===== src/rtl/lockin_amplitud_magnitud_if.sv =====
// Sample-in / amplitude-out bus of the lock-in magnitude stage.
//
// Handshake: an I/Q pair moves on a rising edge where in_valid && in_ready
// are both high; in_valid never waits on in_ready, and a pair offered while
// in_ready is low is rejected. avalonst_source_valid is a one-cycle pulse
// with no ready: the consumer must take avalonst_source_data in that cycle.
interface lockin_amplitud_magnitud_if #(
   parameter int IN_W  = 24,
   parameter int OUT_W = 32
);
   logic                    in_valid;
   logic signed [IN_W-1:0]  in_i;
   logic signed [IN_W-1:0]  in_q;
   logic                    in_ready;
   logic [OUT_W-1:0]        avalonst_source_data;
   logic                    avalonst_source_valid;

   // producer of I/Q pairs, consumer of amplitudes
   modport master (
      output in_valid, in_i, in_q,
      input  in_ready, avalonst_source_data, avalonst_source_valid
   );

   // the magnitude stage itself
   modport slave (
      input  in_valid, in_i, in_q,
      output in_ready, avalonst_source_data, avalonst_source_valid
   );
endinterface


===== src/rtl/lockin_amplitud_magnitud.sv =====
// Lock-in amplitude: floor(sqrt(I^2 + Q^2)) with a bit-serial restoring
// square root, emitted as a one-cycle Avalon-ST beat. Pairs offered while a
// computation runs are rejected and counted in a saturating counter.
module lockin_amplitud_magnitud #(
   parameter int IN_W  = 24,
   parameter int OUT_W = 32,
   parameter int CNT_W = 16
) (
   input  logic                 clock,
   input  logic                 reset,
   lockin_amplitud_magnitud_if.slave bus,
   output logic [CNT_W-1:0]     drop_count,
   output logic                 busy,
   output logic [2:0]           state_dbg
);
   // R result bits; the radicand is padded to 2R bits
   localparam int R  = IN_W + 1;
   localparam int SW = 2 * R;
   localparam int CW = $clog2(R);

   typedef enum logic [2:0] {
      S_IDLE   = 3'd0,
      S_SQUARE = 3'd1,
      S_SUM    = 3'd2,
      S_ROOT   = 3'd3,
      S_OUT    = 3'd4
   } state_t;

   state_t state, state_nx;

   logic signed [IN_W-1:0]   reg_i, reg_q;
   logic signed [2*IN_W-1:0] ext_i, ext_q, prod_i, prod_q;
   logic [2*IN_W-1:0]        sq_i, sq_q;
   logic [SW-1:0]            rad;
   logic [R:0]               rem, rem_nx;
   logic [R-1:0]             root, root_nx;
   logic [CW-1:0]            cnt;
   logic [OUT_W-1:0]         data;
   logic [R+2:0]             acc, trial, diff;
   logic                     fits, ready, valid, accept;
   logic [3:0]               unused_hi;

   // state register
   always_ff @(posedge clock) begin
      if (reset) state <= S_IDLE;
      else       state <= state_nx;
   end

   // next-state logic; OUT can accept directly so back-to-back pairs see no gap
   always_comb begin
      state_nx = state;
      case (state)
         S_IDLE:   if (accept) state_nx = S_SQUARE;
         S_SQUARE: state_nx = S_SUM;
         S_SUM:    state_nx = S_ROOT;
         S_ROOT:   if (cnt == '0) state_nx = S_OUT;
         S_OUT:    state_nx = accept ? S_SQUARE : S_IDLE;
         default:  state_nx = S_IDLE;
      endcase
   end

   // FSM outputs: ready in IDLE and during the result beat
   always_comb begin
      ready = 1'b0;
      valid = 1'b0;
      case (state)
         S_IDLE:  ready = 1'b1;
         S_OUT:   begin ready = 1'b1; valid = 1'b1; end
         default: ready = 1'b0;
      endcase
   end

   assign accept                    = bus.in_valid && ready;
   assign bus.in_ready              = ready;
   assign bus.avalonst_source_valid = valid;
   assign bus.avalonst_source_data  = data;
   assign busy                      = ~ready;
   assign state_dbg                 = state;

   // squares and one restoring-root step (trial divisor is 4*root + 1)
   always_comb begin
      ext_i   = $signed({{IN_W{reg_i[IN_W-1]}}, reg_i});
      ext_q   = $signed({{IN_W{reg_q[IN_W-1]}}, reg_q});
      prod_i  = ext_i * ext_i;
      prod_q  = ext_q * ext_q;
      acc     = {rem, rad[SW-1 -: 2]};
      trial   = {1'b0, root, 2'b01};
      fits    = (acc >= trial);
      diff    = acc - trial;
      rem_nx  = fits ? diff[R:0] : acc[R:0];
      root_nx = {root[R-2:0], fits};
      unused_hi = {acc[R+2:R+1], diff[R+2:R+1]};
   end

   // datapath registers, sequenced by the FSM state
   always_ff @(posedge clock) begin
      if (reset) begin
         reg_i <= '0;
         reg_q <= '0;
         sq_i  <= '0;
         sq_q  <= '0;
         rad   <= '0;
         rem   <= '0;
         root  <= '0;
         cnt   <= '0;
         data  <= '0;
      end else begin
         case (state)
            S_IDLE, S_OUT: begin
               if (accept) begin
                  reg_i <= bus.in_i;
                  reg_q <= bus.in_q;
               end
            end
            S_SQUARE: begin
               sq_i <= $unsigned(prod_i);
               sq_q <= $unsigned(prod_q);
            end
            S_SUM: begin
               rad  <= {2'b00, sq_i} + {2'b00, sq_q};
               rem  <= '0;
               root <= '0;
               cnt  <= CW'(R - 1);
            end
            S_ROOT: begin
               rad  <= {rad[SW-3:0], 2'b00};
               rem  <= rem_nx;
               root <= root_nx;
               cnt  <= cnt - CW'(1);
               if (cnt == '0) data <= OUT_W'(root_nx);
            end
            default: ;
         endcase
      end
   end

   // saturating count of pairs offered while not ready
   always_ff @(posedge clock) begin
      if (reset)
         drop_count <= '0;
      else if (bus.in_valid && !ready && drop_count != '1)
         drop_count <= drop_count + CNT_W'(1);
   end
endmodule


===== src/flat_wrapper.sv =====
// flat-port wrapper written by rule: the top's interface ports become plain ports
module lockin_amplitud_magnitud_flat 
#(
   parameter int IN_W  = 24,
   parameter int OUT_W = 32,
   parameter int CNT_W = 16
)
  (clock, reset, drop_count, busy, state_dbg, bus_in_valid, bus_in_i, bus_in_q, bus_in_ready, bus_avalonst_source_data, bus_avalonst_source_valid);
  lockin_amplitud_magnitud_if #(.IN_W(IN_W), .OUT_W(OUT_W)) bus_i ();
  input  logic clock;
  input  logic reset;
  output logic [CNT_W-1:0] drop_count;
  output logic busy;
  output logic [2:0] state_dbg;
  input wire logic [$bits(bus_i.in_valid)-1:0] bus_in_valid;
  input wire logic [$bits(bus_i.in_i)-1:0] bus_in_i;
  input wire logic [$bits(bus_i.in_q)-1:0] bus_in_q;
  output wire logic [$bits(bus_i.in_ready)-1:0] bus_in_ready;
  output wire logic [$bits(bus_i.avalonst_source_data)-1:0] bus_avalonst_source_data;
  output wire logic [$bits(bus_i.avalonst_source_valid)-1:0] bus_avalonst_source_valid;
  assign bus_i.in_valid = bus_in_valid;
  assign bus_i.in_i = bus_in_i;
  assign bus_i.in_q = bus_in_q;
  assign bus_in_ready = bus_i.in_ready;
  assign bus_avalonst_source_data = bus_i.avalonst_source_data;
  assign bus_avalonst_source_valid = bus_i.avalonst_source_valid;
  lockin_amplitud_magnitud #(.IN_W(IN_W), .OUT_W(OUT_W), .CNT_W(CNT_W)) u_core (.clock(clock), .reset(reset), .bus(bus_i), .drop_count(drop_count), .busy(busy), .state_dbg(state_dbg));
endmodule

===== config.mk =====
export PLATFORM = sky130hd
export DESIGN_NAME = lockin_amplitud_magnitud_flat
export DESIGN_NICKNAME = d
export VERILOG_FILES = /design/src/rtl/lockin_amplitud_magnitud_if.sv /design/src/rtl/lockin_amplitud_magnitud.sv /design/src/flat_wrapper.sv
export SDC_FILE = /design/constraint.sdc
export NUM_CORES = 2
export LEC_CHECK = 0
export BUFFER_PORTS_ARGS = -buffer_cell sky130_fd_sc_hd__buf_2
export CAP_MARGIN = 20
export CORE_MARGIN = 2
export CORE_UTILIZATION = 35
export CTS_CLUSTER_DIAMETER = 80
export DETAILED_ROUTE_END_ITERATION = 7
export SYNTH_ARGS = -nofsm -noshare
export SYNTH_HDL_FRONTEND = slang
export SYNTH_SLANG_ARGS = --single-unit

===== constraint.sdc =====
create_clock -name clock -period 7.1 [get_ports clock]
set_input_delay 0.71 -clock clock [delete_from_list [all_inputs] [get_ports clock]]
set_output_delay 0.71 -clock clock [all_outputs]
set_load 0.05 [all_outputs]

# After elaboration in Yosys (flattened, before gate mapping)
# Cells that the tools add are included.
# Widths: inputs -> output; s select.
dict set report op_classes {
  add_sub_neg 4
  multipliers 2
  order_cmp 1
  n_eq_ne 7
  mux 11
  n_bitwise 1
  reduce_logical 11
}
# cell n
set ops {}
lappend ops {{$pmux 50 s2} 1}
lappend ops {{$mul 24x24->48} 2}
lappend ops {{$pmux 26 s2} 1}
lappend ops {{$pmux 25 s2} 1}
lappend ops {{$add 48x48->49} 1}
lappend ops {{$ge 28x27->1} 1}
lappend ops {{$mux 26} 1}
lappend ops {{$sub 26x26->26} 1}
lappend ops {{$add 16x1->16 const B} 1}
lappend ops {{$ne 16x16->1 const B} 1}
lappend ops {{$pmux 3 s5} 1}
lappend ops {{$pmux 5 s2} 1}
lappend ops {{$eq 3x2->1 const B} 2}
lappend ops {{$mux 3} 2}
lappend ops {{$reduce_and 2->1} 3}
lappend ops {{$logic_not 5->1} 1}
lappend ops {{$sub 5x1->5 const B} 1}
lappend ops {{$ne 2x1->1 const B} 2}
lappend ops {{$eq 3x1->1 const B} 1}
lappend ops {{$eq 3x3->1 const B} 1}
lappend ops {{$logic_and 1x1->1} 3}
lappend ops {{$logic_not 3->1} 1}
lappend ops {{$mux 1} 3}
lappend ops {{$reduce_bool 2->1} 1}
lappend ops {{other kinds (3)} 3}
dict set report totals {
  register_bits 294
  input_bits 51
  out_inout_bits 54
  word_cells 48
}

# Depth between registers and ports, before layout
dict set report depth {
  depth_word 6
  mapped_depth 29
  mapped_depth_nobuf 27
}

# Worst setup path before layout
# Ideal clock, no wire load.
dict set report synth_timing {
  path_type {register to register}
  start {register u_core.reg_i[23]}
  end {register u_core.sq_i[45]}
  setup_time_ps 117
  arrival_time_ps 7193
  t_required_ps 6983
  setup_slack_ps -209
  path_stages_with_launch 26
  path_buffers 3
  synth_period_minus_slack_ps 7309
  path_cell_list {dfxtp_1 > clkbuf_1 > clkbuf_1 > nand2_1 > inv_1 > fa_1 > fa_1 > inv_1 > fa_1 > inv_1 > fa_1 > fa_1 > fa_1 > fa_1 > ha_1 > clkbuf_1 > a21oi_1 > o21ai_0 > nor2_1 > nand2_1 > a21oi_1 > o31ai_1 > o41ai_2 > o21ai_0 > xor2_1 > a22o_1}
}
dict set report synth_between {
  elab_chain_len 1
}
# item line_no
set synth_rtl {}
lappend synth_rtl {{start: declaration} lockin_amplitud_magnitud.sv:31} ;# logic signed [IN_W-1:0] reg_i, reg_q;
lappend synth_rtl {{start signal: assignment} lockin_amplitud_magnitud.sv:111} ;# reg_i <= bus.in_i;
lappend synth_rtl {{$mul 24x24->48} lockin_amplitud_magnitud.sv:84} ;# prod_i = ext_i * ext_i;
lappend synth_rtl {{end signal: assignment} lockin_amplitud_magnitud.sv:116} ;# sq_i <= $unsigned(prod_i);
lappend synth_rtl {{end: declaration} lockin_amplitud_magnitud.sv:33} ;# logic [2*IN_W-1:0] sq_i, sq_q;
# Every way passes these cells.
# A chain may end at the register's enable or synchronous reset.

# Final worst setup path
dict set report layout_timing {
  start {register u_core.reg_q[10]}
  end {register u_core.sq_q[44]}
}
dict set report layout_between {
  elab_chain_len 1
}
# item line_no
set layout_rtl {}
lappend layout_rtl {{start: declaration} lockin_amplitud_magnitud.sv:31}
lappend layout_rtl {{start signal: assignment} lockin_amplitud_magnitud.sv:112} ;# reg_q <= bus.in_q;
lappend layout_rtl {{$mul 24x24->48} lockin_amplitud_magnitud.sv:85} ;# prod_q = ext_q * ext_q;
lappend layout_rtl {{end signal: assignment} lockin_amplitud_magnitud.sv:117} ;# sq_q <= $unsigned(prod_q);
lappend layout_rtl {{end: declaration} lockin_amplitud_magnitud.sv:33}
# Every way passes these cells.

==> impl_summary.txt <==
----------------------------------------------------
[Status]
  Outcome ... complete, no violations

[Worst setup path]
  Worst setup path startpoint ... u_core.reg_q[10]$_SDFFE_PP0P_
  Critical path data required time ... 7.61 ns
  Worst setup path endpoint ... u_core.sq_q[44]$_SDFFE_PP0P_
  Critical Path End Type ... register
  CP dominant cell by count ... sky130_fd_sc_hd__fa_1
  Total stage count of the critical path ... 24
  Path depth of the worst reg2reg path ... 24
  Crit Reg-Reg Endpoint ... u_core.sq_q[44]$_SDFFE_PP0P_
  Cells along the critical path ... buf_12 -> inv_1 -> nor2_2 -> fa_1 -> fa_1 -> fa_1 -> fa_1 -> fa_1 -> fa_1 -> inv_1 -> fa_1 -> inv_1 -> ha_1 -> nand3_2 -> nor2_4 -> nand4_1 -> a2111oi_4 -> buf_4 -> o31ai_4 -> a211oi_2 -> o31ai_2 -> and3_1 -> o31a_1 -> nor2_1
  R2R setup slack ... 0.14 ns
  Slowest library cell on the worst path ... sky130_fd_sc_hd__fa_1
  Crit Path Category ... reg -> reg
  Critical Path Max Stage Delay ... 0.61 ns
  Largest delay contributor family on the critical path ... adder cells
  Worst path arrival time ... 7.48 ns
  Count of buffering cells on the critical path with inverters included ... 5
  Crit path launch type ... register
  Worst R2R Start ... u_core.reg_q[10]$_SDFFE_PP0P_
  Largest driver fanout on the critical path ... 16

[Place]
  Number of port buffers ... 97
  Number of cells in the design after placement ... 8176
  Gpl congestion ... 0.889
  Final HPWL from detailed placement ... 109000 um
  Worst setup slack before clock tree synthesis ... -0.281 ns

[Logic synthesis]
  Number of enable-type register cells in the synthesized netlist ... 0
  Sequential fraction of the synthesis area ... 0.111
  Post-synth top area cell ... sky130_fd_sc_hd__fa_1
  Number of synthesized register bits ... 292
  Number of warnings reported in the yosys synthesis log ... 0
  Dominant synthesized flop cell ... sky130_fd_sc_hd__dfxtp_1
  List of most frequent post-synthesis cells ... 1431 x sky130_fd_sc_hd__inv_1, 1111 x sky130_fd_sc_hd__fa_1, 796 x sky130_fd_sc_hd__nand2_1, 371 x sky130_fd_sc_hd__ha_1, 317 x sky130_fd_sc_hd__a21oi_1
  Post-synthesis instance total ... 5935
  Top area cells in the synthesized netlist ... sky130_fd_sc_hd__fa_1 42%, sky130_fd_sc_hd__dfxtp_1 11%, sky130_fd_sc_hd__inv_1 10%, sky130_fd_sc_hd__ha_1 8.8%, sky130_fd_sc_hd__nand2_1 5.7%
  Library cell with the highest instance count after synthesis ... sky130_fd_sc_hd__inv_1
  Mean instance size in the synthesized netlist ... 8.89 sq um
  Fraction of registers with async set/reset ... 0
  Mapped cell area ... 52800 sq um
  Cell variety after synth ... 87
  Fraction of post-synthesis cell area in the top cell type by area ... 0.422

[Route]
  Ratio of routed vias to standard cells ... 4.76
  Iter 0 DRT Violations ... 1766
  Drt pass-1 iters ... 5
  Detail-routed net length per standard cell ... 15.6 um
  DRT Wirelength ... 129000 um
  Via count of the routed design ... 39300
  Number of routed nets with antenna violations ... 0
  DRC Markers ... 0

[Global route]
  Number of antenna violations at the first check in global routing ... 9
  Maximum number of pins on one net before global-route repair ... 81
  Congestion Overflow GR ... 0
  Total track usage ... 0.174
  First-pass GRT wire length ... 216000 um
  Number of global-route vias before repair ... 42200

[Timing]
  Post-route clock period utilization ... 0.981
  Setup TNS Final ... 0 ns
  Clock skew after layout ... 0.0328 ns
  Final Slew Violations ... 0
  Minimum clock period ... 6.96 ns
  Number of endpoints with negative hold slack in the final report ... 0
  Final worst slack ... 0.136 ns
  Slew headroom ... 0.353
  Slew at the pin closest to its max-slew limit ... 0.968 ns
  Number of setup violations in the final report ... 0
  Highest achievable clock rate ... 144 MHz
  RSZ-0062 raised after global routing ... true

[Flow run]
  Max-cap violations ... 0

[CTS]
  Clock tree from TritonCTS ... done
  Root cell of the clock tree ... sky130_fd_sc_hd__clkbuf_16
  Clock edge transition at the registers on the reported setup and hold paths ... 0.07 ns
  Worst skew pair latency ... 0.58 ns
  Hold-fix buffers at CTS ... 0
  Count of clock tree sinks ... 292
  Clock Path Buffers ... 3
  Inserted Clock Buffers ... 39
  CTS H-tree lvls ... 2

[Floorplanning]
  Core Area ... 150000 sq um
  Die width ... 392 um
  # rows ... 142
  Die Footprint ... 154000 sq um
  Vert. Die Dim ... 392 um
  Initial cell density of the core ... 0.352
  Total I/O pin count ... 105

[Power and ir drop]
  Peak VDD IR ... 0.130 mV
  P per Cell Area ... 151 nW/um^2
  Static Leakage ... 30.2 nW

[Layout]
  Synth-to-layout area growth ... 13.9%
  Final instance count without filler cells ... 8265
  Final Net Count ... 7752
  Share of final-layout standard cells stronger than drive strength 1 ... 0.114

[Hold path]
  Type of the tightest min-delay check ... in -> reg
  Worst hold path stage count ... 3

----------------------------------------------------
## layout by cell type (no fill, tap or decap), types with 17 or more instances in the layout
master | synthesis | final
sky130_fd_sc_hd__inv_1 | 1431 | 1422
sky130_fd_sc_hd__o21ai_0 | 130 | 119
sky130_fd_sc_hd__a21oi_1 | 317 | 306
sky130_fd_sc_hd__o211ai_1 | 26 | 26
sky130_fd_sc_hd__clkbuf_16 | 0 | 43
sky130_fd_sc_hd__buf_12 | 0 | 23
sky130_fd_sc_hd__buf_6 | 1 | 17
sky130_fd_sc_hd__fa_1 | 1111 | 1103
sky130_fd_sc_hd__xor2_1 | 65 | 65
sky130_fd_sc_hd__dfxtp_1 | 292 | 250
sky130_fd_sc_hd__a21o_1 | 63 | 63
sky130_fd_sc_hd__a31oi_1 | 21 | 21
sky130_fd_sc_hd__buf_2 | 5 | 96
sky130_fd_sc_hd__ha_1 | 371 | 366
sky130_fd_sc_hd__nor3_1 | 38 | 35
sky130_fd_sc_hd__o21bai_1 | 34 | 33
sky130_fd_sc_hd__dfxtp_2 | 0 | 25
sky130_fd_sc_hd__nor2b_1 | 53 | 52
sky130_fd_sc_hd__nand2b_1 | 22 | 21
sky130_fd_sc_hd__dfxtp_4 | 0 | 17
sky130_fd_sc_hd__nor2_1 | 193 | 185
sky130_fd_sc_hd__xnor2_1 | 123 | 123
sky130_fd_sc_hd__mux2i_1 | 33 | 33
sky130_fd_sc_hd__buf_4 | 7 | 329
sky130_fd_sc_hd__nand2_1 | 796 | 788
sky130_fd_sc_hd__nand3_1 | 67 | 64
sky130_fd_sc_hd__nand4_1 | 27 | 27
sky130_fd_sc_hd__a211oi_1 | 42 | 38
sky130_fd_sc_hd__and2_1 | 212 | 209
sky130_fd_sc_hd__and3_1 | 25 | 25
## report_power, final
part / leakage, nW / switching, mW / internal [mW]
Sequential: 2.39 / 0.150 / 1.77
Combinational: 27.2 / 2.88 / 2.14
Clock: 0.658 / 0.858 / 1.26
Total: 30.2 / 3.89 / 5.17
## kinds of logic (layout without fill, tap and decap cells)
logic type | after synthesis | after routing | share of synthesized area
xor gates and xnor gates | 188 | 188 | 0.0312
and+or+nand+nor | 1508 | 1508 | 0.131
other | 1 | 8 | 0.0000711
buffers and inverters | 1667 | 1974 | 0.119
adders and majority gates | 1482 | 1482 | 0.510
DFF | 292 | 292 | 0.111
muxes | 35 | 35 | 0.00669
AOI/OAI and AO/OA | 762 | 762 | 0.0912
## metrics by stage
stage	instance area, sq um	hold slack (ns)	util	power [mW]
detailed placement	57900	0.442	0.387	6.90
global route	60100	0.364	0.401	9.86
floorplan	52800	0.411	-	5.31
CTS	59300	0.331	0.396	9.07
finish	60100	0.359	0.401	9.06
global placement	57900	0.424	0.386	6.80
## what timing repair did
action / in CTS / in global routing
resized for setup: 25 / 160
pin swaps: 1 / 35
gates cloned: 0 / 2
hold endpoints to repair: 0 / 0
endpoints found under the setup margin: 15 / 36
setup buffers: 1 / 14
## how the worst min path moves through the flow
stage                                         end  slack, ns                        start
floorplan             u_core.rad[43]$_SDFFE_PP0P_       0.41  u_core.rad[43]$_SDFFE_PP0P_
global placement      u_core.rad[43]$_SDFFE_PP0P_       0.42  u_core.rad[43]$_SDFFE_PP0P_
detailed placement    u_core.rad[43]$_SDFFE_PP0P_       0.44  u_core.rad[43]$_SDFFE_PP0P_
CTS                 u_core.reg_q[13]$_SDFFE_PP0P_       0.33                 bus_in_q[13]
global route         u_core.reg_q[8]$_SDFFE_PP0P_       0.36                  bus_in_q[8]
finish              u_core.reg_q[11]$_SDFFE_PP0P_       0.36                 bus_in_q[11]
## final cells by class
type | instances | area, sq um
multi-input cells | 3982 | 41100
flip-flops and latches | 292 | 5940
repair buffers | 473 | 3760
clock buffers | 51 | 1100
fillers | 15000 | 89700
inverters | 1431 | 5380
clock inverters | 19 | 243
diodes | 1 | 2.50
well taps | 2016 | 2520
## worst reg2reg max path: cells and delay by family (launching register included)
kind                       cells  cell delay [ns]
adders and majority gates      8             3.81
and+or+nand+nor                6             0.99
DFF                            1             0.44
buffers and inverters          5             0.66
AOI/OAI and AO/OA              5             1.00
## routing by layer
layer  part of all wire  GRT usage  vias to the layer above
met3              0.044     0.0207                      167
met1               0.43      0.225                    19900
met4              0.021     0.0370                       14
li1                   -          -                    18500
met5            0.00070          0                        -
met2               0.51      0.309                      700
## registers in the layout, summed over array words and instances (netlist names)
signal	count
u_core.rem	26
u_core.reg_q	24
u_core.cnt	5
u_core.rad	50
u_core.sq_q	47
u_core.state_dbg	3
u_core.reg_i	24
u_core.bus.avalonst_source_data	25
u_core.root	25
u_core.sq_i	47
u_core.drop_count	16
Note: power is estimated with default switching activity, not from simulation.
